==> src/rtl/spi_flash_rd.sv <==
// Issues a flash READ (opcode, 24-bit address, N data bytes, deselect) as a series
// of Wishbone transfers toward an SPI master, handing each received byte to a consumer.
module spi_flash_rd #(
  parameter logic [7:0] RD_OPCODE = 8'h03,
  parameter logic [7:0] SS_IDLE   = 8'hFF
) (
  input  logic        wb_clk_i,
  input  logic        wb_rst_n_i,
  input  logic        cmd_valid_i,
  output logic        cmd_ready_o,
  input  logic [23:0] cmd_addr_i,
  input  logic [7:0]  cmd_len_i,
  input  logic [2:0]  cmd_ss_i,
  output logic [7:0]  dat_o,
  output logic        dat_valid_o,
  input  logic        dat_ready_i,
  output logic        done_o,
  output logic [15:0] m_dat_o,
  output logic        m_we_o,
  output logic [1:0]  m_sel_o,
  output logic        m_stb_o,
  output logic        m_cyc_o,
  input  logic [7:0]  m_dat_i,
  input  logic        m_ack_i
);

  typedef enum logic [3:0] {IDLE, SEL, A2, A1, A0, RD, HOLD, DESEL, GAP} state_t;

  state_t      state_q, next_q;
  logic [23:0] addr_q;
  logic [7:0]  cnt_q;
  logic        ready_q, stb_q, we_q, done_q, dval_q;
  logic [1:0]  sel_q;
  logic [15:0] mdat_q;
  logic [7:0]  dat_q;
  logic [7:0]  sel_byte_d;

  assign sel_byte_d = SS_IDLE & ~(8'd1 << cmd_ss_i);

  // next_q remembers where GAP leads, so every transfer is loaded from GAP or IDLE
  always_ff @(posedge wb_clk_i) begin
    if (!wb_rst_n_i) begin
      state_q <= IDLE;
      next_q  <= IDLE;
      addr_q  <= 24'd0;
      cnt_q   <= 8'd0;
      ready_q <= 1'b0;
      stb_q   <= 1'b0;
      we_q    <= 1'b0;
      sel_q   <= 2'b00;
      mdat_q  <= 16'd0;
      dat_q   <= 8'd0;
      dval_q  <= 1'b0;
      done_q  <= 1'b0;
    end else begin
      done_q <= 1'b0;
      case (state_q)
        IDLE: begin
          ready_q <= 1'b1;
          if (ready_q && cmd_valid_i) begin
            ready_q <= 1'b0;
            addr_q  <= cmd_addr_i;
            cnt_q   <= cmd_len_i;
            stb_q   <= 1'b1;
            we_q    <= 1'b1;
            sel_q   <= 2'b11;
            mdat_q  <= {sel_byte_d, RD_OPCODE};
            state_q <= SEL;
          end
        end
        SEL, A2, A1, A0, RD, DESEL: begin
          if (stb_q && m_ack_i) begin
            stb_q   <= 1'b0;
            state_q <= GAP;
            case (state_q)
              SEL:   next_q <= A2;
              A2:    next_q <= A1;
              A1:    next_q <= A0;
              A0:    next_q <= RD;
              RD: begin
                dat_q   <= m_dat_i;
                dval_q  <= 1'b1;
                state_q <= HOLD;
              end
              DESEL: begin
                done_q <= 1'b1;
                next_q <= IDLE;
              end
              default: next_q <= IDLE;
            endcase
          end
        end
        HOLD: begin
          if (dat_ready_i) begin
            dval_q  <= 1'b0;
            state_q <= GAP;
            if (cnt_q == 8'd0) begin
              next_q <= DESEL;
            end else begin
              cnt_q  <= cnt_q - 8'd1;
              next_q <= RD;
            end
          end
        end
        GAP: begin
          state_q <= next_q;
          case (next_q)
            A2: begin
              stb_q  <= 1'b1;
              we_q   <= 1'b1;
              sel_q  <= 2'b01;
              mdat_q <= {8'h00, addr_q[23:16]};
            end
            A1: begin
              stb_q  <= 1'b1;
              we_q   <= 1'b1;
              sel_q  <= 2'b01;
              mdat_q <= {8'h00, addr_q[15:8]};
            end
            A0: begin
              stb_q  <= 1'b1;
              we_q   <= 1'b1;
              sel_q  <= 2'b01;
              mdat_q <= {8'h00, addr_q[7:0]};
            end
            RD: begin
              stb_q  <= 1'b1;
              we_q   <= 1'b0;
              sel_q  <= 2'b01;
              mdat_q <= 16'h00FF;
            end
            DESEL: begin
              stb_q  <= 1'b1;
              we_q   <= 1'b1;
              sel_q  <= 2'b10;
              mdat_q <= {SS_IDLE, 8'hFF};
            end
            default: ready_q <= 1'b1;
          endcase
        end
        default: state_q <= IDLE;
      endcase
    end
  end

  assign cmd_ready_o = ready_q;
  assign m_stb_o     = stb_q;
  assign m_cyc_o     = stb_q;
  assign m_we_o      = we_q;
  assign m_sel_o     = sel_q;
  assign m_dat_o     = mdat_q;
  assign dat_o       = dat_q;
  assign dat_valid_o = dval_q;
  assign done_o      = done_q;

endmodule

==> config.mk <==
export PLATFORM = sky130hd
export DESIGN_NAME = spi_flash_rd
export DESIGN_NICKNAME = d
export VERILOG_FILES = /design/src/rtl/spi_flash_rd.sv
export SDC_FILE = /design/constraint.sdc
export NUM_CORES = 1
export LEC_CHECK = 0
export CORE_MARGIN = 3
export CORE_UTILIZATION = 25
export CTS_CLUSTER_SIZE = 40
export DETAILED_ROUTE_END_ITERATION = 8
export REMOVE_ABC_BUFFERS = 1
export SYNTH_ARGS = -nofsm -noshare
export SYNTH_HDL_FRONTEND = slang
export SYNTH_SLANG_ARGS = --single-unit
==> constraint.sdc <==
create_clock -name wb_clk_i -period 3.1 [get_ports wb_clk_i]
set_clock_uncertainty 0.15 [all_clocks]
set_input_delay 0.62 -clock wb_clk_i [delete_from_list [all_inputs] [get_ports wb_clk_i]]
set_output_delay 0.62 -clock wb_clk_i [all_outputs]
set_load 0.01 [all_outputs]
**Word level (Yosys, flattened, before mapping)**

Index checks and enable logic that the tools add are counted.

- $add $sub $neg: 1
- Equality and inequality tests: 24
- Shift operators: 1
- Mux-type cells: 34
- Bitwise operators: 1
- Reduce and logical (&&, ||, !) cells: 24

Operator list:

| cell | count |
|---|---|
| one-hot mux 16 bit (5 select lines) | 1 |
| one-hot mux 16 bit (2 select lines) | 1 |
| equality test 4 x 3 -> 1 bit (second input constant) | 7 |
| 2-to-1 mux 4 bit | 6 |
| 2-to-1 mux 8 bit | 3 |
| one-hot mux 4 bit (5 select lines) | 1 |
| AND reduction 3 bit | 6 |
| equality test 4 x 2 -> 1 bit (second input constant) | 4 |
| 2-to-1 mux 16 bit | 1 |
| != test 2 bit (second input constant) | 8 |
| one-hot mux 4 bit (4 select lines) | 1 |
| one-hot mux 8 bit (2 select lines) | 1 |
| AND reduction 4 bit | 4 |
| 2-to-1 mux 1 bit | 9 |
| logical NOT 8 bit | 1 |
| NOT 8 bit | 1 |
| one-hot mux 1 bit (2 select lines) | 4 |
| one-hot mux 2 bit (2 select lines) | 2 |
| one-hot mux 4 bit (2 select lines) | 1 |
| OR reduction 4 bit | 2 |
| left shift 1 x 3 -> 8 bit (first input constant) | 1 |
| subtractor 8 x 1 -> 8 bit (second input constant) | 1 |
| != test 3 bit (second input constant) | 2 |
| != test 6 bit (second input constant) | 1 |
| other kinds (11) | 16 |

- Register bits after elaboration: 71
- Input port bits: 48
- Output and inout bits: 32
- Logic and storage cells: 97

**Longest topological paths before layout**

Gate-level depths: netlist (run 1).

- Word-level depth: 4
- Gate-level depth with buffers: 8

**Worst setup path before layout (run 1)**

No wires, ideal clock.

- Path type: register to register
- Start point: register cnt_q[0]
- End point: register cnt_q[0]
- Library setup time: 0.132 ns
- Arrival: 1.778 ns
- Required time: 2.818 ns
- Setup slack: 1.040 ns
- Stages on the path, launching flop included: 8
- Clock period less this slack: 2.060 ns
- Cell sequence: dfxtp_1 -> inv_1 -> ha_1 -> nor4b_1 -> nand2_1 -> a31oi_2 -> mux2i_1 -> a21oi_1

- Word-level cells in the longest chain between the ends: 4

Ends and longest elaborated chain:

| what | line | source |
|---|---|---|
| start, declared | 31 | `logic [7:0] cnt_q;` |
| start signal, assigned | 63 | `cnt_q <= cmd_len_i;` |
| start signal, assigned | 100 | `cnt_q <= cnt_q - 8'd1;` |
| subtractor 8 x 1 -> 8 bit | 100 |  |
| 2-to-1 mux 8 bit | 97 | `if (cnt_q == 8'd0) begin` |
| 2-to-1 mux 8 bit | 94 | `if (dat_ready_i) begin` |
| one-hot mux 8 bit (2 select lines) | 57 | `case (state_q)` |

Several ways; a longest one is shown, not always the timed one. The select of a mux whose other input is x is not followed.
A chain may end at the register's enable or synchronous reset.

**Worst setup path in the final report (run 1)**

Ends and elaborated chain as after synthesis.

==> results of run 1 <==
flip-flops by register name, summed over array words and instances (netlist names):
signal,flops
dat_valid_o,1
state_q,4
done_o,1
m_we_o,1
m_sel_o,2
m_dat_o,16
addr_q,24
m_cyc_o,1
cnt_q,8
next_q,3
dat_o,8
cmd_ready_o,1
cell type report:
type                    count  area (µm²)  share of cell area
flip-flops and latches     70        1400               0.313
inverters                  13        48.8              0.0109
clock inverters             4        47.5              0.0106
repair buffers             88         871               0.195
clock buffers              11         243              0.0542
multi-input cells         299        1660               0.370
well taps                 168         210              0.0470
per-layer routing:
layer	GRT usage	wire [µm]
met5	0	0
met3	0.0382	573
met1	0.159	4040
met2	0.211	4180
met4	0.0429	137
cells by family after synthesis:
group                      after synthesis  synth area share
buffers and inverters                   41            0.0531
muxes                                   15            0.0465
DFF                                     70             0.434
AOI/OAI and AO/OA                      117             0.223
xor gates and xnor gates                 2           0.00543
adders and majority gates                1           0.00388
and+or+nand+nor                        164             0.233
layout by cell type (no fill, tap or decap), types with 3 or more instances in the layout:
| cell | instances |
|---|---|
| buf_4 | 8 |
| o21ai_0 | 7 |
| nor2_1 | 46 |
| nor2b_1 | 4 |
| a21oi_1 | 66 |
| mux2i_1 | 15 |
| nand3b_1 | 4 |
| o221ai_1 | 6 |
| inv_1 | 12 |
| nor3_1 | 10 |
| nand4_1 | 4 |
| nand2_1 | 71 |
| o31ai_1 | 3 |
| o22a_1 | 8 |
| a31oi_1 | 7 |
| o22ai_1 | 3 |
| nand2b_1 | 4 |
| a2bb2oi_1 | 3 |
| clkbuf_16 | 9 |
| clkdlybuf4s50_1 | 79 |
| dfxtp_1 | 70 |
| nand3_1 | 5 |
power breakdown:
part	switching (µW)	internal (µW)
clock network	374	637
registers	75.5	980
logic	266	248
total	715	1870
metrics by stage:
| stage | std cells | setup WS [ps] | total power, µW | hold WS [ps] |
|---|---|---|---|---|
| after floorplan | 382 | 210 | 1350 | 286 |
| after detailed placement | 638 | 573 | 1590 | 305 |
| after CTS | 653 | 656 | 2610 | 313 |
| after global placement | 638 | 648 | 1580 | 293 |
| after global routing | 653 | 447 | 2720 | 330 |
| final | 653 | 655 | 2580 | 308 |
how the worst max path moves through the flow:
stage	start	end
floorplan	state_q[1]	cnt_q[1]
global placement	m_ack_i	next_q[1]
detailed placement	cmd_valid_i	cnt_q[6]
CTS	state_q[2]	m_dat_o[8]
global route	cnt_q[0]	cnt_q[2]
finish	cnt_q[0]	cnt_q[0]
worst max-delay path: cells and delay by family, from the launching register on:
kind / cells / cell delay [ps]
AND/OR/NAND/NOR: 2 / 690
AO/OA/AOI/OAI: 2 / 590
flip-flops: 1 / 340
buffers and inverters: 1 / 80
multiplexers: 1 / 240
adder cells (fa/ha/maj): 1 / 230
==> results by group, run 1 <==
Outcome
  – Status: finished, final reports clean

Placed design
  – DP HPWL: between 6 and 7 mm
  – Port Buf Inserts: 79
  – Routability cong.: approximately 0.79
  – Placed cell area: approximately 4200 µm²

Cells and area
  – Diodes inserted: 0
  – # fillers: about 1300
  – Layout cells sized above 1: 0.0619
  – Cell area after layout: 4480 µm²
  – Final nets: between 500 and 600
  – Area delta synth->final: 38.8%
  – Fin util: 0.364

Logic synthesis
  – Post-Synthesis Cells: 410
  – Top cells by area, synth: dfxtp_1, a21oi_1, nand2_1, nor2_1, mux2i_1
  – Most frequent cells after synthesis: nand2_1, dfxtp_1, a21oi_1, nor2_1, clkbuf_1
  – Number of synthesized flops with an enable pin: 0
  – Cell with the most instances after synthesis: nand2_1
  – Post-Synthesis Cell Area: 3230 µm²
  – Most used DFF post-synth: dfxtp_1
  – Syn Area/Cell: approximately 7.9 µm²
  – Ys Warns: 0
  – Most area-hungry cell type in the Yosys netlist: dfxtp_1
  – Post-synth ARST share: 0
  – Seq/Total Area, Yosys: 0.434
  – Area share of the largest cell type after synthesis: 0.434
  – Yosys cell types: 49
  – Synthesis-stage register bit count: 70

STA
  – Peak Freq: 0.409 GHz
  – Setup TNS: 0 ps
  – Pins over their slew limit: 0
  – Worst slew pin tran: a little over 700 ps
  – Post-route minimum period: 2450 ps
  – Final worst-path cycle share: 0.789
  – Rel. slew slack: 0.512
  – Final Hold Vio Count: 0
  – Final Setup Violations: 0
  – Unrepaired setup endpoints after global routing: no

Clock tree
  – Worst-case clock buffer depth: 2
  – Post-CTS Resized: 0
  – H-tree levels: 3
  – CTS tree: yes
  – Clock root cell: clkbuf_16
  – Clock transition at path regs: 50 ps
  – CTS buffer count: 9
  – Post CTS Setup Buffer Count: 0
  – CTS sink cnt: 70
  – Clock latency on the worst-skew pair: approximately 330 ps
  – CTS Hold Bufs: 0

Worst setup path
  – Critical Path Slowest Stage Cell: nor4b_1
  – Critical setup path kind: flip-flop to flip-flop
  – Reg-to-Reg End: cnt_q[0]
  – Critical path fanouts, max: 10
  – Critical Path AT: between 2000 and 3000 ps
  – CP Capture Type: flip-flop
  – R2r setup slk: around 650 ps
  – Max incr delay on CP: roughly 550 ps
  – CP startpoint kind: flip-flop
  – Critical R2R Launch: cnt_q[0]
  – FF-to-FF path depth: 7
  – Crit path cell chain: inv_1 -> ha_1 -> nor4b_1 -> nand2_1 -> a31oi_2 -> mux2i_1 -> a21oi_1
  – Req. time, crit path: roughly 3200 ps

Global route
  – Initial antenna violation count: 0
  – First-pass GRT wire length: around 15 mm
  – GRT Util Overall: 0.128
  – Total gr overflow: 0
  – Largest net degree at the start of global routing: 55
  – Vias in the first global route: approximately 3000

Die
  – Die Width: approximately 120 µm
  – # rows: 40
  – Core area: roughly 12000 µm²
  – Number of I/O pins: 80
  – Die area: 14300 µm²
  – Initial Util: 0.262
  – Die height: 120 µm

Job
  – Max-Cap Viols: 0

Detailed routing
  – DRC violation total after the first TritonRoute iteration: about 190
  – Total number of vias: about 3200
  – Post-route ant nets: 0
  – Wire per inst: roughly 14 µm
  – Vias per Instance: between 4 and 5
  – First-pass iteration count of the detailed router: 4
  – Final wirelength: about 8.9 mm
  – Remaining DRCs: 0

Worst hold path
  – Min-Delay Path Class: flip-flop to flip-flop
  – Worst Min Path Start: addr_q[15]
  – Hold path endpoint: addr_q[15]
  – Hold Path Depth: 2

Pwr
  – Worst vdd rail ir drop: 0.196 mV
  – Power Density: 576 nW/µm²
  – Leakage power: about 0.0016 µW
(Power assumes the default switching activity.)
==> inputs of run 2 (changes only) <==
- clock period: 3.1 -> 2.3 ns (I/O delays scaled with it)
==> run 2 against run 1 <==
Effect of this change:
- clock power rose by 27%
- critical path depth did not move
- sequential power rose by 32%
- critical path type unchanged
- largest cell class unchanged
==> results by group, run 2 (same netlist as run 1, synthesis figures left out) <==
Cells and area
  – Max FFs per register: 24
  – Layout cells sized above 1: 0.0920
  – Commonest non-fill, non-tap cell in the layout: clkdlybuf4s50_1
  – Commonest non-fill, non-tap cells in the layout: clkdlybuf4s50_1, nand2_1, dfxtp_1
  – Cell area after layout: 4590 µm²
  – Fin util: 0.373
  – Final nets: 544
  – Area delta synth->final: 42.3%
  – Largest Register: addr_q
  – Diodes inserted: 0

Die
  – Die height: ~120 µm
  – # rows: 40
  – Die Width: 120 µm
  – Initial Util: 0.262
  – Die area: 14300 µm²
  – Core area: approximately 12000 µm²
  – Number of I/O pins: 80

Worst setup path
  – Crit path top cell by count: buf_4
  – Critical Path Slowest Stage Cell: or3_1
  – CP Capture Type: flip-flop
  – Critical path fanouts, max: 24
  – CP bufs+invs: 3
  – Crit path cell chain: buf_4 -> or3_1 -> nor2_2 -> buf_4 -> buf_4 -> nand2_1 -> a21oi_1
  – Top delay family on crit path: simple AND/OR/NAND/NOR gates
  – Number of cells on the critical path: 7
  – CP startpoint kind: flip-flop
  – Critical Path AT: between 2000 and 2500 ps
  – FF-to-FF path depth: 7
  – Critical setup path kind: flip-flop to flip-flop
  – Req. time, crit path: roughly 2400 ps
  – Max incr delay on CP: 460 ps

Global route
  – Largest net degree at the start of global routing: between 40 and 50
  – Total gr overflow: 0
  – GRT Util Overall: 0.126
  – First-pass GRT wire length: 15.0 mm
  – Vias in the first global route: roughly 3000
  – Initial antenna violation count: 0

STA
  – Peak Freq: 0.470 GHz
  – Worst slew pin tran: 614 ps
  – Setup TNS: 0 ps
  – Fin Hold WS: 306 ps
  – Unrepaired setup endpoints after global routing: no
  – Rel. slew slack: 0.587
  – Post-route minimum period: around 2100 ps
  – Final Setup Violations: 0
  – Pins over their slew limit: 0
  – Final Hold Vio Count: 0
  – Final worst-path cycle share: 0.924

Clock tree
  – CTS buffer count: 9
  – H-tree levels: 3
  – Clock latency on the worst-skew pair: around 330 ps
  – CTS Hold Bufs: 0
  – CTS tree: yes
  – Post-CTS Resized: 0
  – Clock root cell: clkbuf_16
  – Post CTS Setup Buffer Count: 0
  – Clock transition at path regs: 60 ps
  – Worst-case clock buffer depth: 2
  – CTS sink cnt: 70

Pwr
  – Comb pwr share: 0.223
  – Sw Ratio: 0.289
  – Leakage power: 0.00164 µW
  – Power Total: ~3400 µW
  – Worst vdd rail ir drop: ~0.26 mV
  – Psw: between 900 and 1000 µW
  – Flop pwr share: 0.406
  – Power Density: 751 nW/µm²
  – Internal cell power: between 2000 and 2500 µW
  – Clk pwr share: 0.371

Job
  – Max-Cap Viols: 0

Detailed routing
  – Post-route ant nets: 0
  – First-pass iteration count of the detailed router: 5
  – Wire per inst: 13.6 µm
  – Vias per Instance: 4.75
  – Final wirelength: about 9.1 mm
  – Remaining DRCs: 0
  – DRC violation total after the first TritonRoute iteration: ~140
  – Total number of vias: around 3200

Worst hold path
  – Hold Path Depth: 2
  – Min-Delay Path Class: flip-flop to flip-flop

Placed design
  – DP HPWL: between 6 and 7 mm
  – Placed cell area: 4300 µm²
  – Routability cong.: just under 0.8
  – Port Buf Inserts: 79

Outcome
  – Status: finished, final reports clean
-- run 2: cell types whose count changed in the layout (fill, tap and decap cells not counted), sizes merged --
cell / previous run / this run
buf: 9 / 23
clkinvlp: 1 / 3
bufinv: 1 / 0
clkbuf: 11 / 10
clkinv: 2 / 3
-- run 2: final timing paths --
path | start | to | slack (ps)
setup / recovery | state_q[1] | addr_q[12] | 170
hold / removal | m_dat_o[15] | m_dat_o[15] | 310
setup reg to reg | state_q[1] | addr_q[12] | 170
hold reg to reg | m_dat_o[15] | m_dat_o[15] | 310
-- run 2: area by class of cell --
cell class | instances | area [µm²]
multi-input combinational | 299 | 1660
sequential | 70 | 1400
tap | 168 | 210
clock inverter | 6 | 37.5
clock buffer | 10 | 239
fill | 1344 | 7720
timing repair buffer | 102 | 988
inverter | 13 | 48.8
-- run 2: power by group through the flow --
stage          registers (µW)  clock network [µW]  logic, µW
2_1_floorplan            1440                   0        380
3_3_place_gp             1420                   0        751
3_5_place_dp             1430                   0        766
4_1_cts                  1400                1310        770
5_1_grt                  1410                1380        857
6_report                 1400                1280        769
-- run 2: metrics by stage --
stage                     setup slack [ps]  instances
after floorplan                       -590        382
after global placement                61.8        652
after detailed placement              29.5        652
after CTS                              129        668
after global routing                  1.65        668
final                                  174        668
-- run 2: per-layer routing --
layer / wire length, µm / part of all wire / GRT usage
met5: 0 / 0 / 0
met4: 83 / 0.0091 / 0.0308
met3: 520 / 0.057 / 0.0401
met2: 4280 / 0.47 / 0.206
met1: 4210 / 0.46 / 0.161
-- run 2: tightest hold or removal path, cell delays in order, from the launching register on --
cell and delay [ps]:
dfxtp_1 310, nand2_1 50, a21oi_1 50
